### config.mk
export PLATFORM = sky130hd
export DESIGN_NAME = flex_stp_deser
export DESIGN_NICKNAME = d
export VERILOG_FILES = /design/src/rtl/flex_stp_deser.sv
export SDC_FILE = /design/constraint.sdc
export NUM_CORES = 1
export LEC_CHECK = 0
export CAP_MARGIN = 0
export CORE_MARGIN = 5
export CORE_UTILIZATION = 39
export CTS_CLUSTER_SIZE = 30
export DETAILED_ROUTE_END_ITERATION = 6
export MAX_ROUTING_LAYER = met4
export PLACE_DENSITY_LB_ADDON = 0.3
export SETUP_SLACK_MARGIN = 0.5
export SYNTH_ARGS = -nofsm -noshare
export SYNTH_HDL_FRONTEND = slang
export SYNTH_SLANG_ARGS = --single-unit
### constraint.sdc
create_clock -name clk -period 1.3 [get_ports clk]
set_input_delay 0.13 -clock clk [delete_from_list [all_inputs] [get_ports clk]]
set_output_delay 0.13 -clock clk [all_outputs]
set_load 0.02 [all_outputs]
### src/rtl/flex_stp_deser.sv
// Flexible serial-to-parallel deserializer with a one-word holding register and overrun flag.
// Optional word parity output is enabled by defining FLEX_STP_DESER_PARITY_EN.
module flex_stp_deser #(
  parameter int                  NUM_BITS   = 8,
  parameter int                  LANE_WIDTH = 1,
  parameter int                  SHIFT_MSB  = 1,
  parameter logic [NUM_BITS-1:0] RESET_VAL  = '1,
  localparam int                 BEATS      = NUM_BITS / LANE_WIDTH,
  localparam int                 CNT_W      = (BEATS > 1) ? $clog2(BEATS) : 1
) (
  input  logic                  clk,
  input  logic                  rst,
  input  logic                  shift_enable,
  input  logic [LANE_WIDTH-1:0] serial_in,
  input  logic                  clear,
  input  logic                  out_ready,
  output logic [NUM_BITS-1:0]   parallel_out,
  output logic                  out_valid,
  output logic [NUM_BITS-1:0]   shift_data,
  output logic [CNT_W-1:0]      beat_count,
  output logic                  overrun
`ifdef FLEX_STP_DESER_PARITY_EN
  ,
  output logic                  word_parity
`endif
);

  typedef enum logic {
    ST_EMPTY = 1'b0,
    ST_FULL  = 1'b1
  } state_e;

  localparam logic [CNT_W-1:0] LAST_BEAT = CNT_W'(BEATS - 1);

  state_e                state_q, state_d;
  logic [NUM_BITS-1:0]   shift_q, shift_d;
  logic [CNT_W-1:0]      cnt_q, cnt_d;
  logic [NUM_BITS-1:0]   word_q, word_d;
  logic                  ovr_q, ovr_d;
  logic [NUM_BITS-1:0]   shift_next;
  logic                  word_done;
  logic                  word_load;

  // The shifted value is also the completed word when the last beat arrives.
  generate
    if (BEATS == 1) begin : g_full_lane
      assign shift_next = serial_in;
    end else if (SHIFT_MSB != 0) begin : g_msb_first
      assign shift_next = {shift_q[NUM_BITS-LANE_WIDTH-1:0], serial_in};
    end else begin : g_lsb_first
      assign shift_next = {serial_in, shift_q[NUM_BITS-1:LANE_WIDTH]};
    end
  endgenerate

  assign word_done = shift_enable && (cnt_q == LAST_BEAT);

  always_comb begin
    // NOTE: every variable gets a default first so no path through the block infers a latch.
    state_d   = state_q;
    shift_d   = shift_q;
    cnt_d     = cnt_q;
    word_d    = word_q;
    ovr_d     = ovr_q;
    word_load = 1'b0;

    if (clear) begin
      // Resync drops the partial word and any held word, but parallel_out keeps its value.
      shift_d = RESET_VAL;
      cnt_d   = '0;
      state_d = ST_EMPTY;
      ovr_d   = 1'b0;
    end else begin
      if (shift_enable) begin
        shift_d = shift_next;
        cnt_d   = (cnt_q == LAST_BEAT) ? '0 : cnt_q + 1'b1;
      end

      unique case (state_q)
        ST_EMPTY: begin
          if (word_done) begin
            word_load = 1'b1;
            state_d   = ST_FULL;
          end
        end
        ST_FULL: begin
          if (out_ready) begin
            if (word_done) word_load = 1'b1;
            else           state_d   = ST_EMPTY;
          end else if (word_done) begin
            ovr_d = 1'b1;
          end
        end
        default: state_d = ST_EMPTY;
      endcase

      if (word_load) word_d = shift_next;
    end
  end

  always_ff @(posedge clk) begin
    // NOTE: sequential state uses non-blocking assignments so all registers update from pre-edge values.
    if (rst) begin
      state_q <= ST_EMPTY;
      shift_q <= RESET_VAL;
      cnt_q   <= '0;
      word_q  <= RESET_VAL;
      ovr_q   <= 1'b0;
    end else begin
      state_q <= state_d;
      shift_q <= shift_d;
      cnt_q   <= cnt_d;
      word_q  <= word_d;
      ovr_q   <= ovr_d;
    end
  end

  assign parallel_out = word_q;
  assign out_valid    = (state_q == ST_FULL);
  assign shift_data   = shift_q;
  assign beat_count   = cnt_q;
  assign overrun      = ovr_q;

`ifdef FLEX_STP_DESER_PARITY_EN
  logic parity_q;

  always_ff @(posedge clk) begin
    if (rst)            parity_q <= ^RESET_VAL;
    else if (word_load) parity_q <= ^shift_next;
  end

  assign word_parity = parity_q;
`endif

endmodule
==> impl_metrics.ini, run 1 <==
[yosys]
ys_top_cells_by_area = dfxtp_1, mux2i_1, a21bo_1
synth_top_area_cell = dfxtp_1
synthTopCellsByCount = dfxtp_1, mux2i_1, nand2_1
yosysUniqueCellTypes = 17
syn-instance-count = 75
yosysWarningCount = 0
synth_top_area_share_pct = 51.93
avgSynthCellArea_sq_um = 10.79
ys_seq_elements = 21
ys.flop_type = dfxtp_1
syn_area_sq_um = 809.5
synth-edff-count = 0
yosysMostFrequentCell = dfxtp_1
ys_seq_area_share_pct = 51.93
async_flop_share_pct = 0
syn_nets = 83

[final_layout]
nets = 133
nFillCells = 159
drive_above_1_share_pct = 62.90
diodes = 0
area_delta_synth_final_pct = 73.73
final_cells = 151

[critical_path]
cpLargestDelayFamily = flip-flops
cp-end-kind = flip-flop
critPathMaxStageDelay_ps = 370
crit_top_cell = ha_4
r2r_slack_ps = -60
path_cells = ha_4, ha_4, and3b_2, a31oi_1, a21bo_1
worstSetupPathType = flip-flop to flip-flop
critPathBufInv = 0
cp.depth = 5
required_ps = 1510
critPathMaxFanout = 5
crit_slowest_cell = dfxtp_4
crit_path_start_kind = flip-flop
rr_startpoint = beat_count[1]$_SDFFE_PP0P_
r2r-end = parallel_out[3]$_SDFFE_PP1P_
crit_arrival_ps = 1570
reg2regPathDepth = 5

[timing]
slew_violations = 0
fmax_mhz = 732.9
holdWs_ps = 402.3
min_period_ps = 1364
finalCritPeriodShare_pct = 105.0
final-hold-violation-count = 0
setup_ws_ps = -64.41
fin_skew_ps = 10.32
max_slew_margin_pct = 75.15
rsz0062_at_grt = true
worstMarginPinSlew_ps = 372.8
setup_violations = 8

[floorplanning]
dieArea_sq_mm = 0.003087
ios = 27
initial_core_util_pct = 41.26
rows = 16
die_x_microns = 55.56
die_y_microns = 55.56
core_sq_mm = 0.001962

[job]
maxCapViolCount = 0

[place]
place_hpwl_microns = 1348
place.gp.congestion = 0.7109
dp_cells = 133
place_ws_ps = -168.0
numPortBuffers = 26

[power]
intPower_uw = 810.6
seqPwrFrac_pct = 61.1
p_sw_uw = 243.0
cellPowerDensity_mw_per_mm2 = 749.1
combPwrFrac_pct = 9.3
p_total_mw = 1.054
clkPwrFrac_pct = 29.6
p_leak_nw = 0.6034
peakVddDrop_mv = 0.6667
swShare_pct = 23.06

[global_route]
grtUsageMet1_pct = 14.67
grt_pass1_vias = 736
grt.busiest_layer = met2
grt_util_met2_pct = 25.00
gr-usage-all-layers_pct = 13.88
use_met3_pct = 3.963
grt_pass1_wl_microns = 3360
grt-ovfl-total = 0
grt_max_degree = 13
antenna_found_initial = 0

[hold_path]
min-delay-start = rst
min_path_cells = 3
holdPathEnd = shift_data[0]$_SDFFE_PP1P_
worstHoldPathType = input pin to flip-flop

[routing]
via_per_inst = 4.828
dr_total_vias = 729
finalWirelength_microns = 2033
antenna_left = 0
wl_per_cell_microns = 13.46
drc_errors = 0
drtPass1Iterations = 2
dr.first_iter.drc_count = 6

[run_status]
outcome = finished, violations left
violations = setup timing

[clocking]
cts_max_path_buffers = 2
htreeDepth = 1
holdBufCountCts = 0
cts_root_buf = clkbuf_4
clk_latency_ps = 300
cts_buffers = 3
path_clk_slew_ps = 120
cts_tree = built
cts.sinks = 21
-- cells by family (layout without fill, tap and decap cells) --
family,after synthesis,count (layout),synth area share [%]
adders and majority gates,2,2,3.091
and+or+nand+nor,19,20,10.67
muxes,11,11,13.60
buffers and inverters,4,52,3.091
AOI/OAI and AO/OA,18,18,17.62
DFF,21,21,51.93
-- tightest hold or removal path, delay by kind of cell --
family	cells	cell delay, ps
buf+inv	1	410
simple gates	2	130
-- flip-flops by register name, indices dropped and copies added, names as in the netlist --
register      flops
parallel_out      8
overrun           1
out_valid         1
beat_count        3
shift_data        8
-- worst max-delay path by stage --
stage / start / to / slack, ps
2_1_floorplan: beat_count[0]$_SDFFE_PP0P_ / parallel_out[1]$_SDFFE_PP1P_ / -120
3_3_place_gp: beat_count[1]$_SDFFE_PP0P_ / parallel_out[5]$_SDFFE_PP1P_ / -130
3_5_place_dp: clear / parallel_out[6]$_SDFFE_PP1P_ / -170
4_1_cts: beat_count[1]$_SDFFE_PP0P_ / parallel_out[7]$_SDFFE_PP1P_ / -70
5_1_grt: beat_count[1]$_SDFFE_PP0P_ / parallel_out[3]$_SDFFE_PP1P_ / -130
6_report: beat_count[1]$_SDFFE_PP0P_ / parallel_out[3]$_SDFFE_PP1P_ / -60
-- final cells by class --
cell class | count | area [sq um] | area share (%)
flip-flops and latches | 21 | 454.2 | 32.30
clock buffers | 3 | 22.52 | 1.601
multi-input cells | 51 | 421.7 | 29.98
clock inverters | 1 | 5.005 | 0.3559
repair buffers | 48 | 469.2 | 33.36
well taps | 27 | 33.78 | 2.402
-- cells in the final DEF, fill, tap and decap left out --
master / n
a21bo_1: 8
a21oi_2: 1
a31oi_1: 8
and3b_2: 2
buf_2: 1
buf_4: 15
buf_6: 27
clkbuf_4: 3
clkdlybuf4s50_1: 3
clkinv_2: 1
dfxtp_2: 18
dfxtp_4: 3
dlygate4sd2_1: 2
ha_4: 2
mux2i_1: 11
nand2_1: 8
nand2_2: 1
nand2_4: 1
nand2b_1: 1
nor2_1: 4
nor2_2: 1
nor2_4: 1
o21a_1: 1
or2_4: 1
-- power groups by stage --
stage | clock [mW] | sequential [mW] | combinational (mW)
3_5_place_dp | 0 | 0.662 | 0.0829
2_1_floorplan | 0 | 0.666 | 0.0396
6_report | 0.312 | 0.644 | 0.0978
4_1_cts | 0.323 | 0.646 | 0.0939
3_3_place_gp | 0 | 0.662 | 0.0817
5_1_grt | 0.350 | 0.645 | 0.106
-- metal layers --
layer / vias to the layer above / wire [microns]
met2: 14 / 1094
met4: 0 / 0
met1: 354 / 863
met5: - / 0
li1: 361 / -
met3: 0 / 75
-- repair_timing --
item,CTS,global route
pin swaps,8,1
buffers inserted,9,3
gates resized for setup,152,9
setup endpoints to repair,42,41
cloned,2,0
-- through the flow --
stage	cell area (sq um)	TNS, ps	utilization, %
floorplan	843.3	-908.6	-
global placement	1180	-1037	60.14
detailed placement	1180	-1386	60.14
CTS	1353	-392.3	68.94
global route	1406	-912.5	71.68
finish	1406	-407.1	71.68
Note: power is estimated with default switching activity, not from simulation.
==> run 2, diff against run 1 <==
--- a/config.mk
+++ b/config.mk
@@ -6,6 +6,7 @@
 export NUM_CORES = 1
 export LEC_CHECK = 0
 export CAP_MARGIN = 0
+export CORE_ASPECT_RATIO = 1.2
 export CORE_MARGIN = 5
 export CORE_UTILIZATION = 39
 export CTS_CLUSTER_SIZE = 30
==> impl_metrics.ini, run 2 (synthesis gave the netlist of run 1 again) <==
[routing]
drc_errors = 0
finalWirelength_microns = 2126
antenna_left = 0
dr_total_vias = 741
wl_per_cell_microns = 14.76
drtPass1Iterations = 4
via_per_inst = 5.146
dr.first_iter.drc_count = 7

[job]
maxCapViolCount = 0

[timing]
fin_skew_ps = 1.300
slew_violations = 0
max_slew_margin_pct = 71.25
worstMarginPinSlew_ps = 431.3
rsz0062_at_grt = true
setup_violations = 8
final-hold-violation-count = 0
fmax_mhz = 706.4
holdWs_ps = 389.5
setup_ws_ps = -115.6
finalCritPeriodShare_pct = 108.9
min_period_ps = 1416

[clocking]
cts_tree = built
cts.sinks = 21
path_clk_slew_ps = 110
clk_latency_ps = 310
htreeDepth = 1
cts_root_buf = clkbuf_4
cts_buffers = 3
cts_max_path_buffers = 2

[critical_path]
critPathMaxFanout = 5
path_cells = ha_4, ha_4, and3b_2, a31oi_2, a21bo_1
crit_path_start_kind = flip-flop
crit_slowest_cell = dfxtp_4
critPathBufInv = 0
required_ps = 1510
worstSetupPathType = flip-flop to flip-flop
critPathMaxStageDelay_ps = 370
crit_top_cell = ha_4
crit_arrival_ps = 1630
cpLargestDelayFamily = compound AO/OA/AOI/OAI gates
cp-end-kind = flip-flop

[run_status]
outcome = finished, violations left
violations = setup timing

[floorplanning]
core_sq_mm = 0.002027
dieArea_sq_mm = 0.003091
rows = 18
die_y_microns = 59.91
ios = 27
initial_core_util_pct = 39.94
die_x_microns = 51.59

[final_layout]
nets = 133
nFillCells = 159
seqCellArea_sq_um = 461.7
final_cells = 144
post-route-util_pct = 70.93
area_delta_synth_final_pct = 77.59
multi_input_area_sq_um = 435.4
mostFrequentLayoutCells = buf_6, dfxtp_2, mux2i_1, buf_4
drive_above_1_share_pct = 63.71
diodes = 0
final_common_cell = buf_6

[global_route]
grt-ovfl-total = 0
antenna_found_initial = 0
grt_max_degree = 12
gr-usage-all-layers_pct = 15.77
grt_pass1_wl_microns = 3491
grt_pass1_vias = 777

[power]
p_leak_nw = 0.6140
peakVddDrop_mv = 0.6729
cellPowerDensity_mw_per_mm2 = 738.0

[place]
place.gp.congestion = 0.7541
place_hpwl_microns = 1361
numPortBuffers = 26
dp_cells = 125

[hold_path]
worstHoldPathType = input pin to flip-flop
## run 2: metal layers
layer / up-vias / share of wire (%) / track usage (%)
li1: 363 / - / -
met1: 347 / 39 / 16.69
met2: 25 / 52 / 26.18
met3: 6 / 5.6 / 2.993
met4: 0 / 3.2 / 11.24
met5: - / 0 / -
## run 2: worst reg2reg max path: stages (launching register included)
cell and delay, ps:
dfxtp_4 370, ha_4 160, ha_4 150, and3b_2 250, a31oi_2 170, a21bo_1 220
## run 2: area by class of cell
type / instances / area share, %
Timing Repair Buffer: 48 / 34.03
Sequential cell: 21 / 32.11
Multi-Input combinational cell: 51 / 30.29
Clock buffer: 4 / 1.828
Tap cell: 20 / 1.741
## run 2: stage by stage
step,worst slack [ps],instance area (sq um),power [mW],setup TNS [ps]
4_1_cts,-88.57,1375,1.072,-570.9
5_1_grt,-143.6,1438,1.112,-937.4
2_1_floorplan,-117.3,843.3,0.7061,-908.6
3_5_place_dp,-185.5,1164,0.7484,-1463
3_3_place_gp,-140.6,1164,0.7466,-1168
6_report,-115.6,1438,1.061,-639.2
## run 2: timing repair
action | CTS | global route
gates cloned | 2 | 0
hold buffers | 0 | 0
pin swaps | 9 | 6
setup endpoints to repair | 42 | 41
setup buffers | 13 | 0
resized for setup | 156 | 18
## run 2: final timing paths
check                                     from                           end  slack, ps  cells after the start
setup reg to reg    beat_count[1]$_SDFFE_PP0P_  parallel_out[5]$_SDFFE_PP1P_       -120                      5
setup / recovery    beat_count[1]$_SDFFE_PP0P_  parallel_out[5]$_SDFFE_PP1P_       -120                      5
hold reg to reg   parallel_out[4]$_SDFFE_PP1P_  parallel_out[4]$_SDFFE_PP1P_        460                      1
hold / removal                           clear          out_valid$_SDFF_PP0_        390                      4
## run 2: power breakdown
group | leakage [nW] | switching, mW | total, mW | internal [mW]
Clock | 0.0150 | 0.198 | 0.318 | 0.120
Combinational | 0.433 | 0.0456 | 0.103 | 0.0578
Sequential | 0.167 | 0.00385 | 0.640 | 0.636
Total | 0.614 | 0.247 | 1.06 | 0.814
